## src/rtl/uart_pkg.sv

```systemverilog
// rtl/uart_pkg.sv - shared UART state encoding and frame constants
package uart_pkg;

    typedef enum logic [1:0] {
        IDLE  = 2'b00,
        START = 2'b01,
        DATA  = 2'b10,
        STOP  = 2'b11
    } uart_state_t;

    localparam int DATA_BITS              = 8;
    localparam int DEFAULT_CLOCKS_PER_BIT = 868;

endpackage

```

## src/rtl/baud_counter.sv

```systemverilog
// rtl/baud_counter.sv - bit-period counter with explicit clear and bit_done pulse
module baud_counter #(
    parameter int LIMIT = 868,
    parameter int WIDTH = $clog2(LIMIT)
) (
    input  logic clock,
    input  logic reset,
    input  logic clear,
    output logic bit_done
);

    localparam logic [WIDTH-1:0] LAST = WIDTH'(LIMIT - 1);

    logic [WIDTH-1:0] count_q;

    assign bit_done = (count_q == LAST);

    // Count system clocks within a bit; restart at the bit boundary or when cleared.
    always_ff @(posedge clock) begin
        if (reset || clear) begin
            count_q <= '0;
        end else if (bit_done) begin
            count_q <= '0;
        end else begin
            count_q <= count_q + WIDTH'(1);
        end
    end

endmodule

```

## src/rtl/transmitter.sv

```systemverilog
// rtl/transmitter.sv - UART 8N1 transmitter with valid/ready byte input
module transmitter
    import uart_pkg::*;
#(
    parameter int CLOCKS_PER_BIT = DEFAULT_CLOCKS_PER_BIT,
    parameter int STOP_BITS      = 1
) (
    input  logic       clock,
    input  logic       reset,
    input  logic [7:0] data,
    input  logic       data_valid,
    output logic       ready,
    output logic       serial_connection,
    output logic       busy
);

    if (CLOCKS_PER_BIT < 2 || (STOP_BITS != 1 && STOP_BITS != 2)) begin : g_cfg_error
        $error("transmitter: CLOCKS_PER_BIT must be >= 2 and STOP_BITS must be 1 or 2");
    end

    // Wide enough for the longest stop period so one counter width serves every bit type.
    localparam int          CNT_W     = $clog2(STOP_BITS * CLOCKS_PER_BIT);
    localparam logic [2:0]  LAST_DATA = 3'(DATA_BITS - 1);
    localparam logic [2:0]  LAST_STOP = 3'(STOP_BITS - 1);

    uart_state_t state_q;
    logic [7:0]  shift_q;
    logic [2:0]  bit_idx_q;
    logic        line_q;
    logic        ready_q;
    logic        busy_q;
    logic        bit_done;

    // The counter is held at zero while idle, so it starts fresh on the accept edge.
    baud_counter #(
        .LIMIT (CLOCKS_PER_BIT),
        .WIDTH (CNT_W)
    ) u_baud_counter (
        .clock    (clock),
        .reset    (reset),
        .clear    (state_q == IDLE),
        .bit_done (bit_done)
    );

    assign ready             = ready_q;
    assign busy              = busy_q;
    assign serial_connection = line_q;

    // Frame sequencer; the line is registered from the current state, so each bit appears one cycle after its state is entered.
    always_ff @(posedge clock) begin
        if (reset) begin
            state_q   <= IDLE;
            shift_q   <= '0;
            bit_idx_q <= '0;
            line_q    <= 1'b1;
            ready_q   <= 1'b1;
            busy_q    <= 1'b0;
        end else begin
            case (state_q)
                IDLE: begin
                    line_q <= 1'b1;
                    if (data_valid && ready_q) begin
                        shift_q <= data;
                        state_q <= START;
                        ready_q <= 1'b0;
                        busy_q  <= 1'b1;
                    end
                end
                START: begin
                    line_q <= 1'b0;
                    if (bit_done) begin
                        state_q   <= DATA;
                        bit_idx_q <= '0;
                    end
                end
                DATA: begin
                    line_q <= shift_q[bit_idx_q];
                    if (bit_done) begin
                        if (bit_idx_q == LAST_DATA) begin
                            state_q   <= STOP;
                            bit_idx_q <= '0;
                        end else begin
                            bit_idx_q <= bit_idx_q + 3'd1;
                        end
                    end
                end
                STOP: begin
                    // The bit index doubles as the stop-bit count.
                    line_q <= 1'b1;
                    if (bit_done) begin
                        if (bit_idx_q == LAST_STOP) begin
                            state_q   <= IDLE;
                            bit_idx_q <= '0;
                            ready_q   <= 1'b1;
                            busy_q    <= 1'b0;
                        end else begin
                            bit_idx_q <= bit_idx_q + 3'd1;
                        end
                    end
                end
                default: begin
                    state_q <= IDLE;
                    line_q  <= 1'b1;
                    ready_q <= 1'b1;
                    busy_q  <= 1'b0;
                end
            endcase
        end
    end

endmodule

```

## config.mk

```make
export PLATFORM = sky130hd
export DESIGN_NAME = transmitter
export DESIGN_NICKNAME = d
export VERILOG_FILES = /design/src/rtl/uart_pkg.sv /design/src/rtl/baud_counter.sv /design/src/rtl/transmitter.sv
export SDC_FILE = /design/constraint.sdc
export NUM_CORES = 1
export LEC_CHECK = 0
export BUFFER_PORTS_ARGS = -buffer_cell sky130_fd_sc_hd__buf_2
export CORE_UTILIZATION = 53
export CTS_BUF_LIST = sky130_fd_sc_hd__clkbuf_4
export DETAILED_ROUTE_END_ITERATION = 7
export GPL_ROUTABILITY_DRIVEN = 0
export PLACE_DENSITY = 0.76
export RECOVER_POWER = 25
export SLEW_MARGIN = 30
export SYNTH_ARGS = -nofsm -noshare
export SYNTH_HDL_FRONTEND = slang
export SYNTH_SLANG_ARGS = --single-unit
```

## constraint.sdc

```tcl
create_clock -name clock -period 1.9 [get_ports clock]
set_input_delay 0 -clock clock [delete_from_list [all_inputs] [get_ports clock]]
set_output_delay 0 -clock clock [all_outputs]
set_load 0.1 [all_outputs]
```

==> impl_metrics.csv, run 1 <==
group,metric,value,unit
outcome,outcome,"completed",
timing,post-route-min-period,1.868,ns
synth,syn_nets,162,
global_route,met2_usage,39.56,%
route,wl_per_cell,13.51,um
power,irDropWorstVdd,0.7631,mV
final_layout,diodes,0,
cts,cts_tree,"built",
timing,setup_violations,0,
final_layout,fillers,167,
final_layout,fin_area,1501,sq um
critical_path,worstSetupStartpointType,"flip-flop",
synth,synth_top_cells_by_area,"dfxtp_1, ha_1, nand2_1, a21oi_1, xnor2_1",
synth,ys_warn_count,0,
cts,cts.clk_slew.worst_paths,0.13,ns
global_route,gr-total-overflow,0,
critical_path,cp_slowest_cell,"or4_4",
synth,yosysUniqueCellTypes,33,
floorplanning,initial_core_util,56.14,%
critical_path,cp.required,2.16,ns
final_layout,fin_nets,192,
synth,ys_seq_elements,26,
synth,yosysSeqAreaShare,42.32,%
floorplanning,die_area,2517,sq um
cts,cts_buffers,3,
final_layout,layout-drive-gt1-share,19.77,%
synth,synth-main-ff-cell,"dfxtp_1",
critical_path,max_stage_delay,0.52,ns
min_path,hold_class,"in -> reg",
placement,hpwl,1893,um
run,maxCapViolations,0,
route,via_per_inst,5.600,
synth,synth_enable_flop_cells,0,
timing,tightest_slew,1.159,ns
placement,place_area,1365,sq um
global_route,grt_pass1_wl,4498,um
timing,fin_hold_ws,0.05009,ns
synth,synth_area_leader_cell,"dfxtp_1",
cts,clock_latency,0.31,ns
floorplanning,die_width,50.17,um
timing,hold_viol,0,
placement,io_buffers,13,
timing,max_freq,535.4,MHz
floorplanning,core,2191,sq um
synth,yosysMostFrequentCell,"dfxtp_1",
critical_path,critPathKind,"reg -> reg",
timing,slew_viol_final,0,
synth,synth_commonest_cells,"dfxtp_1, nand2_1, a21oi_1",
critical_path,cp_max_fo,3,
power,p_per_area,1100,nW/um^2
critical_path,path_cells,"or4_4, o31a_1, or4b_4, a21oi_2",
global_route,busiest_layer,"met2",
final_layout,register_area,529.3,sq um
global_route,grt_start_max_net_pins,18,
route,first_pass_iters,4,
global_route,use_met3,4.242,%
timing,skew,0.003722,ns
power,total_power,1.651,mW
global_route,track_usage,23.78,%
synth,synthArstFlopShare,0,%
timing,rsz0062_at_grt,"yes",
route,ant_nets,0,
cts,cts.sinks,26,
power,p_leak,0.5812,nW
cts,root_buffer,"clkbuf_4",
synth,synth.top_cell.area_share,42.32,%
global_route,grt_pass1_vias,1004,
route,routed_wl,2701,um
cts,h-tree-depth,1,
route,drc,0,
cts,clk_path_buf_depth,2,
synth,synth_area,1230,sq um
timing,relSlewSlack,23.04,%
floorplanning,die-height,50.17,um
floorplanning,ios,14,
global_route,antenna_found_initial,0,
timing,final.period_utilization,98.31,%
global_route,met1_usage,31.68,%
floorplanning,fp-row-count,17,
synth,avgSynthCellArea,8.601,sq um
final_layout,multiInputGateArea,701.9,sq um
final_layout,synthToLayoutAreaGrowth,22.08,%
synth,synthCells,143,
critical_path,end_kind,"flip-flop",
critical_path,cp.arrival,2.13,ns
route,vias,1120,
route,drt-initial-drc-count,49,
-- layout by cell type, fill, tap and decap left out, types with 2 or more instances in the layout --
master,synthesis,final
a21o_1,4,4
o21bai_1,2,2
o21ai_0,4,4
clkbuf_4,0,3
dfxtp_2,0,4
xnor2_1,6,6
nor2b_1,2,2
dlygate4sd3_1,0,8
dfxtp_1,26,21
o31a_1,2,2
a21oi_1,15,14
inv_1,5,5
nand2_1,24,24
xor2_1,2,2
nand2b_1,2,2
buf_4,0,6
nand3_1,6,6
nor3_1,2,2
nor2_1,13,13
ha_1,8,6
ha_2,0,2
clkbuf_1,2,4
buf_2,0,10
nand4_1,2,2
-- flip-flops by register name, indices dropped and copies added (netlist names) --
signal                  count
ready                       1
serial_connection           1
shift_q                     8
u_baud_counter.count_q     10
busy                        1
bit_idx_q                   3
state_q                     2
-- report_power, final --
part           total, mW  switching [mW]  internal, mW  leakage [nW]
clock network      0.232           0.155        0.0769        0.0154
registers          0.685          0.0532         0.631         0.214
logic              0.735           0.478         0.257         0.352
-- path summary, 6_finish.rpt --
check / start / cells after the start / end / slack (ns)
worst max register to register: u_baud_counter.count_q[4] / 4 / bit_idx_q[2] / 0.03
worst min-delay path: reset / 2 / bit_idx_q[2] / 0.05
worst max-delay path: u_baud_counter.count_q[4] / 4 / bit_idx_q[2] / 0.03
worst min register to register: shift_q[1] / 2 / shift_q[1] / 0.47
-- critical path, delay by kind of cell, from the launching register on --
kind               cells  cell delay (ns)
DFF                    1             0.36
and+or+nand+nor        2             1.01
AOI/OAI and AO/OA      2             0.44
-- per-stage QoR --
| step | setup TNS [ns] | util [%] | setup WS (ns) | instances |
|---|---|---|---|---|
| 6_report | 0 | 68.53 | 0.03209 | 200 |
| 5_1_grt | -0.03346 | 68.53 | -0.03346 | 200 |
| 4_1_cts | 0 | 67.73 | 0.003453 | 199 |
| 3_5_place_dp | -0.04920 | 62.31 | -0.02705 | 187 |
| 3_3_place_gp | 0 | 62.31 | 0.05585 | 187 |
| 2_1_floorplan | 0 | - | 0.09389 | 143 |
-- area by class of cell --
type | instances | area share, %
Clock buffer | 3 | 1.500
Timing Repair Buffer | 28 | 12.67
Inverter | 5 | 1.250
Multi-Input combinational cell | 109 | 46.75
Tap cell | 28 | 2.333
Clock inverter | 1 | 0.2500
Sequential cell | 26 | 35.25
-- layer usage --
layer / wire [um] / share of wire (%)
met5: 0 / 0
met4: 15 / 0.56
met3: 147 / 5.4
met2: 1330 / 49
met1: 1207 / 45
-- kinds of logic (layout without fill, tap and decap cells) --
logic type                 count (synthesis)  count (layout)  share of synthesized area, %
xor gates and xnor gates                   8               8                         5.697
muxes                                      2               2                         2.746
AOI/OAI and AO/OA                         32              32                         16.17
buffers and inverters                      8              37                         2.442
adders and majority gates                  8               8                         8.139
DFF                                       26              26                         42.32
and+or+nand+nor                           59              59                         22.48
-- what timing repair did --
action,CTS,global route
hold buffers,8,0
gates cloned,0,0
pin swaps,1,3
setup buffers,0,1
setup endpoints to repair,2,4
resized for setup,4,7
endpoints found under the hold margin,8,0
Power figures use the tool's default switching activity.
==> inputs of run 2 (changes only) <==
--- a/config.mk
+++ b/config.mk
@@ -6,11 +6,12 @@
 export NUM_CORES = 1
 export LEC_CHECK = 0
 export BUFFER_PORTS_ARGS = -buffer_cell sky130_fd_sc_hd__buf_2
-export CORE_UTILIZATION = 53
+export CORE_MARGIN = 5
+export CORE_UTILIZATION = 64
 export CTS_BUF_LIST = sky130_fd_sc_hd__clkbuf_4
 export DETAILED_ROUTE_END_ITERATION = 7
 export GPL_ROUTABILITY_DRIVEN = 0
-export PLACE_DENSITY = 0.76
+export PLACE_DENSITY = 0.86
 export RECOVER_POWER = 25
 export SLEW_MARGIN = 30
 export SYNTH_ARGS = -nofsm -noshare
==> constraint.sdc (replaced) <==
create_clock -name clock -period 2.3 [get_ports clock]
set_input_delay 0 -clock clock [delete_from_list [all_inputs] [get_ports clock]]
set_output_delay 0 -clock clock [all_outputs]
set_load 0.1 [all_outputs]
==> impl_metrics.csv, run 2 (synthesis gave the netlist of run 1 again) <==
group,metric,value,unit
critical_path,reg2reg_from,"state_q[0]",
critical_path,cp-endpoint,"bit_idx_q[2]",
power,irDropWorstVdd,0.7214,mV
global_route,gr-total-overflow,0,
timing,setup_tns,0,ns
route,drt-initial-drc-count,28,
critical_path,cp.arrival,2.25,ns
route,drc,0,
final_layout,largest-register,"u_baud_counter.count_q",
global_route,antenna_found_initial,0,
timing,tightest_slew,1.167,ns
power,seqPwrFrac,42.4,%
cts,clock_latency,0.32,ns
timing,skew,0.004853,ns
final_layout,fillers,121,
cts,cts_tree,"built",
floorplanning,ios,14,
critical_path,cp_slowest_cell,"or4b_1",
floorplanning,die_width,53.84,um
cts,cts.clk_slew.worst_paths,0.13,ns
timing,hold_viol,0,
final_layout,layout_commonest_cell,"dfxtp_1",
final_layout,diodes,0,
critical_path,r2r_setup_slack,0.31,ns
route,via_per_inst,5.796,
cts,root_buffer,"clkbuf_4",
cts,postCtsSetupBuffers,0,
run,maxCapViolations,0,
critical_path,max_stage_delay,0.51,ns
final_layout,post-route-util,79.51,%
min_path,hold_class,"in -> reg",
cts,cts.sinks,26,
timing,slew_viol_final,0,
timing,setup_violations,0,
cts,clk_path_buf_depth,2,
final_layout,synthToLayoutAreaGrowth,15.26,%
final_layout,layout-drive-gt1-share,10.24,%
critical_path,path_cells,"inv_1, ha_1, or3_1, o31a_1, or4b_1, a21oi_1",
cts,cts_resized,0,
global_route,grt_start_max_net_pins,18,
outcome,outcome,"completed",
timing,fin_hold_ws,0.04590,ns
floorplanning,die_area,2898,sq um
floorplanning,fp-row-count,15,
timing,max_freq,503.7,MHz
critical_path,critPathKind,"reg -> reg",
floorplanning,initial_core_util,68.98,%
timing,rsz0062_at_grt,"no",
power,p_per_area,930.0,nW/um^2
critical_path,end_kind,"flip-flop",
route,wl_per_cell,14.49,um
power,combPwrFrac,42.9,%
global_route,grt_pass1_vias,1100,
global_route,track_usage,24.07,%
critical_path,crit_family,"simple AND/OR/NAND/NOR gates",
timing,final.period_utilization,86.31,%
power,power_switching_share,43.23,%
final_layout,final_cell_mix,"dfxtp_1, nand2_1, a21oi_1",
critical_path,cp_max_fo,4,
global_route,grt_pass1_wl,4988,um
placement,io_buffers,13,
critical_path,cp-startpoint,"state_q[0]",
route,routed_wl,2768,um
critical_path,path_depth,6,
critical_path,rr_worst_depth,6,
power,clkPwrFrac,14.7,%
min_path,whs_path_depth,2,
placement,hpwl,1891,um
final_layout,fin_nets,186,
final_layout,top_regs,"u_baud_counter.count_q: 10 flops, shift_q: 8 flops, bit_idx_q: 3 flops",
critical_path,worstSetupStartpointType,"flip-flop",
power,p_leak,0.5496,nW
critical_path,cp.required,2.57,ns
route,first_pass_iters,4,
cts,h-tree-depth,1,
cts,cts_buffers,3,
floorplanning,die-height,53.84,um
cts,postCtsHoldBufs,8,
critical_path,path_buf_inv,1,
power,switchingPower,0.5699,mW
route,ant_nets,0,
critical_path,rr_endpoint,"bit_idx_q[2]",
route,vias,1107,
timing,relSlewSlack,22.52,%
final_layout,largest_reg_flops,10,
floorplanning,core,1783,sq um
timing,post-route-min-period,1.985,ns
power,intPower,0.7484,mW
-- run 2: cell types whose count changed in the layout (fill, tap and decap cells not counted), sizes merged --
cell	change
buf	-6
-- run 2: metrics by stage --
stage	cells	power [mW]	area, sq um	setup WS [ns]
after floorplan	143	0.9857	1230	0.2534
after global placement	179	1.100	1323	0.4447
after detailed placement	179	1.123	1323	0.3665
after CTS	191	1.327	1429	0.3272
after global routing	191	1.398	1418	0.2648
final	191	1.318	1418	0.3149
-- run 2: final cells by class --
type / count / area (sq um) / share of cell area, %
clock inverter: 1 / 3.754 / 0.2648
inverter: 5 / 18.77 / 1.324
timing repair buffer: 22 / 145.1 / 10.24
tap: 25 / 31.28 / 2.207
sequential: 26 / 520.5 / 36.72
multi-input combinational: 109 / 675.6 / 47.66
clock buffer: 3 / 22.52 / 1.589
-- run 2: power groups by stage --
stage / Sequential, mW / Combinational [mW] / Clock (mW)
after detailed placement: 0.569 / 0.554 / 0
after global placement: 0.564 / 0.536 / 0
final: 0.559 / 0.565 / 0.194
after CTS: 0.558 / 0.568 / 0.201
after floorplan: 0.688 / 0.298 / 0
after global routing: 0.568 / 0.617 / 0.213
-- run 2: how the worst min path moves through the flow --
stage | end | start | slack [ns]
after CTS | bit_idx_q[2] | reset | 0.03
after global routing | shift_q[1] | reset | 0.06
after global placement | shift_q[1] | data[1] | 0.24
after floorplan | shift_q[2] | data[2] | 0.14
after detailed placement | shift_q[6] | data[6] | 0.25
final | shift_q[7] | reset | 0.05
-- run 2: worst reg2reg max path, delay by kind of cell (launching register included) --
family | cells | cell delay (ns)
compound gates | 2 | 0.31
fa+ha+maj | 1 | 0.24
buf+inv | 1 | 0.08
flops | 1 | 0.40
simple gates | 2 | 0.90
-- run 2: metal layers --
layer	share of wire, %	GRT usage (%)	up-vias
met1	45	29.97	517
met5	0	0	-
li1	-	-	543
met4	3.2	13.19	0
met2	47	38.71	35
met3	5.0	4.709	12
